--- src/rtl/wallace_mac.sv ---
// wallace_mac: pipelined 32x32 unsigned multiply-accumulate over valid/ready (optional WALLACE_MAC_SATURATE_EN)
module wallace (
    output logic [63:0] product,
    input  logic [31:0] a,
    input  logic [31:0] b
);
    function automatic int rows_at(input int l);
        int n;
        n = 32;
        for (int i = 0; i < l; i++) n = n - n / 3;
        return n;
    endfunction
    logic [63:0] r [32];
    logic [63:0] t [32];
    int n, g;
    // Partial products reduced by 3:2 carry-save layers until two rows remain
    always_comb begin
        n = 0;
        g = 0;
        for (int i = 0; i < 32; i++) r[i] = b[i] ? ({32'b0, a} << i) : 64'b0;
        t = r;
        for (int l = 0; l < 8; l++) begin
            n = rows_at(l);
            g = n / 3;
            t = r;
            for (int j = 0; j < 10; j++) begin
                if (j < g) begin
                    t[2*j]   = r[3*j] ^ r[3*j+1] ^ r[3*j+2];
                    t[2*j+1] = ((r[3*j] & r[3*j+1]) | (r[3*j] & r[3*j+2]) | (r[3*j+1] & r[3*j+2])) << 1;
                end
            end
            for (int k = 0; k < 32; k++) begin
                if (k >= 3 * g && k < n) t[k-g] = r[k];
            end
            r = t;
        end
        product = r[0] + r[1];
    end
endmodule

module wallace_mac #(
    parameter int ACC_W = 64
) (
    input  logic             clk,
    input  logic             rst,
    input  logic             in_valid,
    output logic             in_ready,
    input  logic [31:0]      in_a,
    input  logic [31:0]      in_b,
    input  logic             in_first,
    input  logic             in_last,
    output logic             out_valid,
    input  logic             out_ready,
    output logic [ACC_W-1:0] out_sum,
    output logic             out_ovf
);
    typedef enum logic {ACC, HOLD} state_t;
    state_t state_q, state_d;
    logic [31:0] s1_a_q, s1_b_q;
    logic s1_valid_q, s1_first_q, s1_last_q;
    logic [ACC_W-1:0] s2_prod_q, prod, acc_q, acc_d;
    logic s2_valid_q, s2_first_q, s2_last_q;
    logic ovf_q, ovf_d;
    logic [ACC_W:0] sum;
    logic accept;

    wallace u_mul (.product(prod), .a(s1_a_q), .b(s1_b_q));

    // Accumulate the S2 product; a first-marked pair starts from zero
    always_comb begin
        sum = {1'b0, s2_first_q ? {ACC_W{1'b0}} : acc_q} + {1'b0, s2_prod_q};
`ifdef WALLACE_MAC_SATURATE_EN
        acc_d = s2_valid_q ? (sum[ACC_W] ? {ACC_W{1'b1}} : sum[ACC_W-1:0]) : acc_q;
`else
        acc_d = s2_valid_q ? sum[ACC_W-1:0] : acc_q;
`endif
        ovf_d = s2_valid_q ? ((s2_first_q ? 1'b0 : ovf_q) | sum[ACC_W]) : ovf_q;
    end

    // Handshake and ACC/HOLD next state; input stalls while a last pair drains
    always_comb begin
        out_valid = state_q == HOLD;
        in_ready  = !rst && state_q == ACC && !(s1_valid_q && s1_last_q) && !(s2_valid_q && s2_last_q);
        accept    = in_valid && in_ready;
        state_d   = state_q == ACC ? ((s2_valid_q && s2_last_q) ? HOLD : ACC) : (out_ready ? ACC : HOLD);
    end

    // Pipeline, accumulator and state registers
    always_ff @(posedge clk) begin
        if (rst) begin
            s1_valid_q <= 1'b0;
            s2_valid_q <= 1'b0;
            acc_q      <= '0;
            ovf_q      <= 1'b0;
            state_q    <= ACC;
        end else begin
            s1_valid_q <= accept;
            if (accept) begin
                s1_a_q     <= in_a;
                s1_b_q     <= in_b;
                s1_first_q <= in_first;
                s1_last_q  <= in_last;
            end
            s2_valid_q <= s1_valid_q;
            s2_prod_q  <= prod;
            s2_first_q <= s1_first_q;
            s2_last_q  <= s1_last_q;
            acc_q      <= acc_d;
            ovf_q      <= ovf_d;
            state_q    <= state_d;
        end
    end

    assign out_sum = acc_q;
    assign out_ovf = ovf_q;
endmodule

--- config.mk ---
export PLATFORM = sky130hd
export DESIGN_NAME = wallace_mac
export DESIGN_NICKNAME = d
export VERILOG_FILES = /design/src/rtl/wallace_mac.sv
export SDC_FILE = /design/constraint.sdc
export NUM_CORES = 2
export LEC_CHECK = 0
export ABC_CLOCK_PERIOD_IN_PS = 9000
export BUFFER_PORTS_ARGS = -buffer_cell sky130_fd_sc_hd__buf_2
export CAP_MARGIN = 30
export CORE_ASPECT_RATIO = 1.2
export CORE_MARGIN = 4
export CORE_UTILIZATION = 30
export CTS_BUF_LIST = sky130_fd_sc_hd__clkbuf_16
export DETAILED_ROUTE_END_ITERATION = 10
export HOLD_SLACK_MARGIN = 0.15
export PLACE_DENSITY = 0.44
export SYNTH_ARGS = -nofsm -noshare
export SYNTH_HDL_FRONTEND = slang
export SYNTH_SLANG_ARGS = --single-unit
--- constraint.sdc ---
create_clock -name clk -period 9 [get_ports clk]
set_clock_uncertainty 0.05 [all_clocks]
set_input_delay 1.8 -clock clk [delete_from_list [all_inputs] [get_ports clk]]
set_output_delay 1.8 -clock clk [all_outputs]
set_load 0.005 [all_outputs]
## Word-level counts from Yosys, hierarchy flattened

Cells that the tools add are included.

- Bits in latches: 0
- Input bits: 70
- Logic and storage cells: 274
- Memories kept: 0
- Register bits: 200
- Bits in read-only memories: 0
- Output and inout bits: 67
- RAM bits: 0

- Bitwise gates (word level): 213
- Equal/unequal tests: 0
- $mul: 0
- Reductions and logical operators: 10
- Muxes and demuxes: 37
- Shift-type cells: 0
- Add/subtract/negate cells: 2
- Divide/modulo/power cells: 0
- Order comparisons: 0

Operators with widths:

| operator | count |
|---|---|
| AND 63 bit | 90 |
| OR 63 bit | 60 |
| bitwise XOR 64 bit | 48 |
| adder 64 x 64 -> 65 bit | 1 |
| adder 64 bit | 1 |
| two-way mux 64 bit | 1 |
| bitwise XOR 64 x 34 -> 64 bit | 1 |
| bitwise XOR 64 x 37 -> 64 bit | 1 |
| bitwise XOR 64 x 40 -> 64 bit | 1 |
| bitwise XOR 64 x 43 -> 64 bit | 1 |
| bitwise XOR 64 x 46 -> 64 bit | 1 |
| bitwise XOR 64 x 49 -> 64 bit | 1 |
| bitwise XOR 64 x 52 -> 64 bit | 1 |
| bitwise XOR 64 x 55 -> 64 bit | 1 |
| bitwise XOR 64 x 58 -> 64 bit | 1 |
| bitwise XOR 64 x 61 -> 64 bit | 1 |
| bitwise XOR 64 x 62 -> 64 bit | 1 |
| bitwise XOR 64 x 63 -> 64 bit | 1 |
| two-way mux 63 bit | 1 |
| two-way mux 62 bit | 1 |
| two-way mux 61 bit | 1 |
| two-way mux 60 bit | 1 |
| two-way mux 59 bit | 1 |
| two-way mux 58 bit | 1 |
| other kinds (32) | 43 |

## Depth between registers and ports, before layout

- Depth after elaboration: 26
- Mapped depth: 28
- Gate-level depth less buffers: 26

## Cells and area by module

A second synthesis with hierarchy kept.

- Cell total of the unflattened synthesis: 4,511
- Area total of the unflattened synthesis: 42,936.2 um^2

Modules (own cells, without submodules):

| module | instances | sequential area each (um^2) | cells an instance | area each (um^2) |
|---|---|---|---|---|
| wallace | 1 | 0.0 | 3,541 | 32,519.9 |
| wallace_mac | 1 | 5,325.1 | 970 | 10,416.2 |

## Least setup slack after synthesis

Ideal clock, no wire load.

- Path kind: register to register
- Start: register s1_a_q[8]
- End: register s2_prod_q[60] (data pin)
- Arrival: 7,043 ps
- Stages on the path, launching flop included: 27
- Period minus slack after synthesis: 7,348 ps
- Buffers on the path: 2
- Slack: 1,652 ps
- Data required time: 8,695 ps
- Library setup time: 255 ps
- Cells stage by stage: edfxtp_1 -> clkbuf_1 -> and2_1 -> fa_1 -> inv_1 -> fa_1 -> fa_1 -> inv_1 -> fa_1 -> fa_1 -> inv_1 -> fa_1 -> fa_1 -> inv_1 -> fa_1 -> ha_1 -> clkbuf_1 -> a21oi_1 -> o21bai_1 -> a21oi_1 -> nor2_1 -> a2111oi_0 -> o21bai_1 -> a31oi_1 -> o211ai_1 -> or4_1 -> and3_1

- Cells in the longest elaborated chain, start to end: 26
- Elaborated cells on any way between the ends: 243
- Those cells by class: 1 x add/sub; 32 x mux; 210 x bitwise

RTL lines:

| element | line | text |
|---|---|---|
| from (decl) | 59 | `logic [31:0] s1_a_q, s1_b_q;` |
| from (signal assigned) | 99 | `s1_a_q <= in_a;` |
| two-way mux 32 bit (tied with other cells) | 20 | `for (int i = 0; i < 32; i++) r[i] = b[i] ? ({32'b0, a} << i) : 64'b0;` |
| AND 63 bit | 29 | `t[2*j+1] = ((r[3*j] & r[3*j+1]) \| (r[3*j] & r[3*j+2]) \| (r[3*j+1] & r[3*j+2])) << 1;` |
| OR 63 bit (2 in a row) | 29 |  |
| AND 63 bit | 29 |  |
| OR 63 bit (2 in a row) | 29 |  |
| AND 63 bit | 29 |  |
| OR 63 bit (2 in a row) | 29 |  |
| AND 63 bit | 29 |  |
| [... 5 more ...] | - |  |
| AND 63 bit | 29 |  |
| OR 63 bit (2 in a row) | 29 |  |
| AND 63 bit | 29 |  |
| OR 63 bit (2 in a row) | 29 |  |
| AND 63 bit | 29 |  |
| OR 63 bit (2 in a row) | 29 |  |
| adder 64 bit * | 37 | `product = r[0] + r[1];` |
| named net prod[60] | 61 | `logic [ACC_W-1:0] s2_prod_q, prod, acc_q, acc_d;` |
| to (signal assigned) | 105 | `s2_prod_q <= prod;` |
| to (decl) | 61 |  |

The timed path passes the listed nets; every way through them passes the cells marked *.
A chain may end at the register's enable or synchronous reset.

## Final worst setup path

- Start: register s1_a_q[17]
- End: register s2_prod_q[62] (data pin)

Same word-level chain as after synthesis.

==> results.md <==
* Status: finished, final reports clean
* RSZ-0062 raised after global routing: false
* First-pass GRT wire length at 205200 um
* CP required at 9.26 ns
* Post-synth design cell area at 42970 um^2
* Tmin final at 8.395 ns
* Post-DRT Antenna Nets at 0
* Nets@finish at 5790
* Async set-reset flop share out of synthesis at 0%
* Vias/cell at 4.669
* Avg WL per Cell at 20.10 um
* Finish-stage setup viols at 0
* Vias in the first global route at 33140
* DR pass1 iterations at 5
* Worst-path maximum fanout at 20
* Syn_nets at 5796
* Worst slew pin tran at 1.024 ns
* Sinks on Clock Net at 200
* Hold crit path type: flip-flop to flip-flop
* Die X at 353.5 um
* Worst setup EP type: flip-flop
* Die Y at 422.6 um
* Pins Over Slew Limit at 0
* Synth Flop Type: edfxtp_1
* Number of flops mapped to enable cells by yosys at 132
* Arr. time, crit path at 8.65 ns
* Post-synthesis sequential area ratio at 12.39%
* Top-Level Pins at 137
* Post-synthesis xor/xnor area fraction at 2.120%
* M1 WL at 62660 um
* CP cell instances: buf_4, nand2_1, fa_1, fa_1, fa_1, fa_1, fa_1, fa_1, fa_1, inv_1, ha_1, ha_1, a21o_1, a21o_1, a2111oi_0, nor3_1, nor2_1, o211ai_1, a21oi_1, o21ai_0, a21oi_1, xnor2_1
* F_max at 119.1 MHz
* Drt drc at 0
* Routed wire length at 128300 um
* Drt initial violations at 1529
* Largest family of logic cells by synthesized area: adder cells
* Row cnt at 151
* Synth cell types at 80
* CTS buffer count at 17
* Yosys warns at 0
* Setup tns final at 0 ns
* Initial Util at 30.33%
* Gpl congestion at 0.8357
* HPWL after DPL at 105800 um
* Final Hold Fails at 0
* Syn_area_per_cell at 9.467 um^2
* Crit path top cell by count: fa_1
* Core area at 141700 um^2
* Max_slew headroom at 31.75%
* Antenna Cells at 0
* CP Launch Type: flip-flop
* Max-cap viol count at 0
* Area delta synth->final at 8.057%
* Post-CTS Setup Repair Bufs at 0
* Fillers at 14790
* Gr usage total at 17.79%
* CTS clk-pin slew, worst paths at 0.09 ns
* Metal2 WL at 59800 um
* Adder-Cell Fraction of Synth Area at 50.44%
* Post-Synthesis Cells at 4539
* Hold Buf Count CTS at 0
* Met3 wire len at 4359 um
* CTS tree: built
* Post-CTS Resized at 0
* Critical-path top delay cell: edfxtp_1
* Critical path type: flip-flop to flip-flop
* Period utilisation layout at 93.28%
* Synth Area in Compound Gates at 7.084%
* Vias at 29800
* Total number of H-tree levels at 4
* IO Port Bufs at 136
* Crit-path max cell delay at 0.91 ns
* Top Layer Used: met5
* Clock Latency Late Sink at 0.57 ns
* Layout cells sized above 1 at 6.599%
* Seq cells post-synth at 200
* Die area at 149400 um^2
* Multiplexer area fraction after synthesis at 0.6085%
* CTS root buf: clkbuf_16
* GRT overflow at 0
* Initial antenna violation count at 8
* Post-Synth Simple-Gate Area at 17.82%
* Largest net degree at the start of global routing at 70
* Deepest clock path buffer count at 2
==> per-layer routing <==
layer	vias to the layer above	GRT usage [%]
met5	-	0
met4	8	2.829
met3	67	2.088
met2	486	28.85
met1	15420	26.00
li1	13820	-
==> flip-flops by register name (all words and copies together), names as in the netlist, 32 cells and up <==
| name | count |
|---|---|
| s1_b_q | 32 |
| s1_a_q | 32 |
| out_sum | 64 |
| s2_prod_q | 64 |
==> through the flow <==
step                cell area, um^2  util, %  std cells  setup slack (ns)  hold slack, ns
floorplan                     42970        -       4539             1.652          0.3503
global placement              45700    32.25       6345            0.5656          0.3851
detailed placement            45790    32.31       6349            0.5421          0.3764
CTS                           46410    32.75       6381            0.4837          0.4115
global route                  46430    32.77       6382            0.1794          0.4139
finish                        46430    32.77       6382            0.6047          0.3978
==> area by class of cell <==
cell class | instances | area (um^2) | area share (%)
multi-input combinational | 3252 | 33560 | 72.27
sequential | 200 | 5326 | 11.47
inverter | 822 | 3085 | 6.645
tap | 1836 | 2297 | 4.947
timing repair buffer | 240 | 1549 | 3.336
clock buffer | 17 | 425.4 | 0.9162
clock inverter | 15 | 193.9 | 0.4177
==> cells in the final DEF, fill, tap and decap left out, types with 25 or more instances in the layout <==
cell	n
buf_4	98
inv_1	820
dfxtp_1	67
nand4_1	45
a21oi_1	137
edfxtp_1	132
o21ai_0	74
o21bai_1	29
a21o_1	86
nor2b_1	76
xnor2_1	67
mux2i_1	25
nand3_1	34
nand2_1	506
and2_1	631
fa_1	909
nor2_1	114
ha_1	278
buf_2	136
xor2_1	37
==> worst max-delay path: cells and delay by family, from the launching register on <==
family | cells | cell delay (ns)
fa+ha+maj | 9 | 4.29
compound gates | 7 | 2.00
flops | 1 | 0.91
simple gates | 3 | 0.40
buf+inv | 2 | 0.39
xor+xnor | 1 | 0.09
==> Yosys cell counts (all sizes together), types with 2 or more instances <==
cell / number / area (um^2)
ha: 278 / 3478
o31ai: 9 / 91.33
and4: 4 / 35.03
o21ai: 91 / 463.0
a2111oi: 5 / 87.58
o211ai: 13 / 102.6
or2: 3 / 18.77
buf: 13 / 63.81
a21oi: 139 / 718.2
nand4: 45 / 281.5
clkbuf: 252 / 945.9
o21bai: 29 / 217.7
a21o: 86 / 645.6
mux2i: 25 / 250.2
a41o: 2 / 20.02
a211o: 3 / 27.53
a221oi: 4 / 35.03
xnor2: 67 / 586.8
a211oi: 12 / 95.09
nor4: 6 / 37.54
nand2b: 12 / 75.07
edfxtp: 132 / 3964
dfxtp: 68 / 1361
xor2: 37 / 324.1
a21boi: 9 / 71.32
nor2: 115 / 431.7
or3: 8 / 50.05
nor3: 17 / 90.09
or4: 6 / 45.04
nor2b: 76 / 475.5
fa: 909 / 18200
and3: 9 / 56.30
nand2: 507 / 1906
a22o: 2 / 17.52
a41oi: 4 / 35.03
and2: 632 / 3954
a31oi: 16 / 136.4
nand3: 34 / 170.2
inv: 821 / 3082
o21a: 18 / 135.1
==> worst paths after layout <==
check	from	to	slack [ns]	cells after the start
worst max-delay path	s1_a_q[17]$_DFFE_PP_	s2_prod_q[62]$_DFFE_PN_	0.60	22
worst min-delay path	s1_first_q$_DFFE_PP_	s2_first_q$_DFFE_PN_	0.40	0
worst max register to register	s1_a_q[17]$_DFFE_PP_	s2_prod_q[62]$_DFFE_PN_	0.60	22
worst min register to register	s1_first_q$_DFFE_PP_	s2_first_q$_DFFE_PN_	0.40	0
==> cell families after synthesis <==
logic type                 Yosys count
and+or+nand+nor                   1478
adders and majority gates         1187
buffers and inverters             1087
AOI/OAI and AO/OA                  457
DFF                                200
xor gates and xnor gates           104
muxes                               26
Power is not shown: default switching activity piles up to over one toggle a cycle in this logic, so the estimate is an artifact.
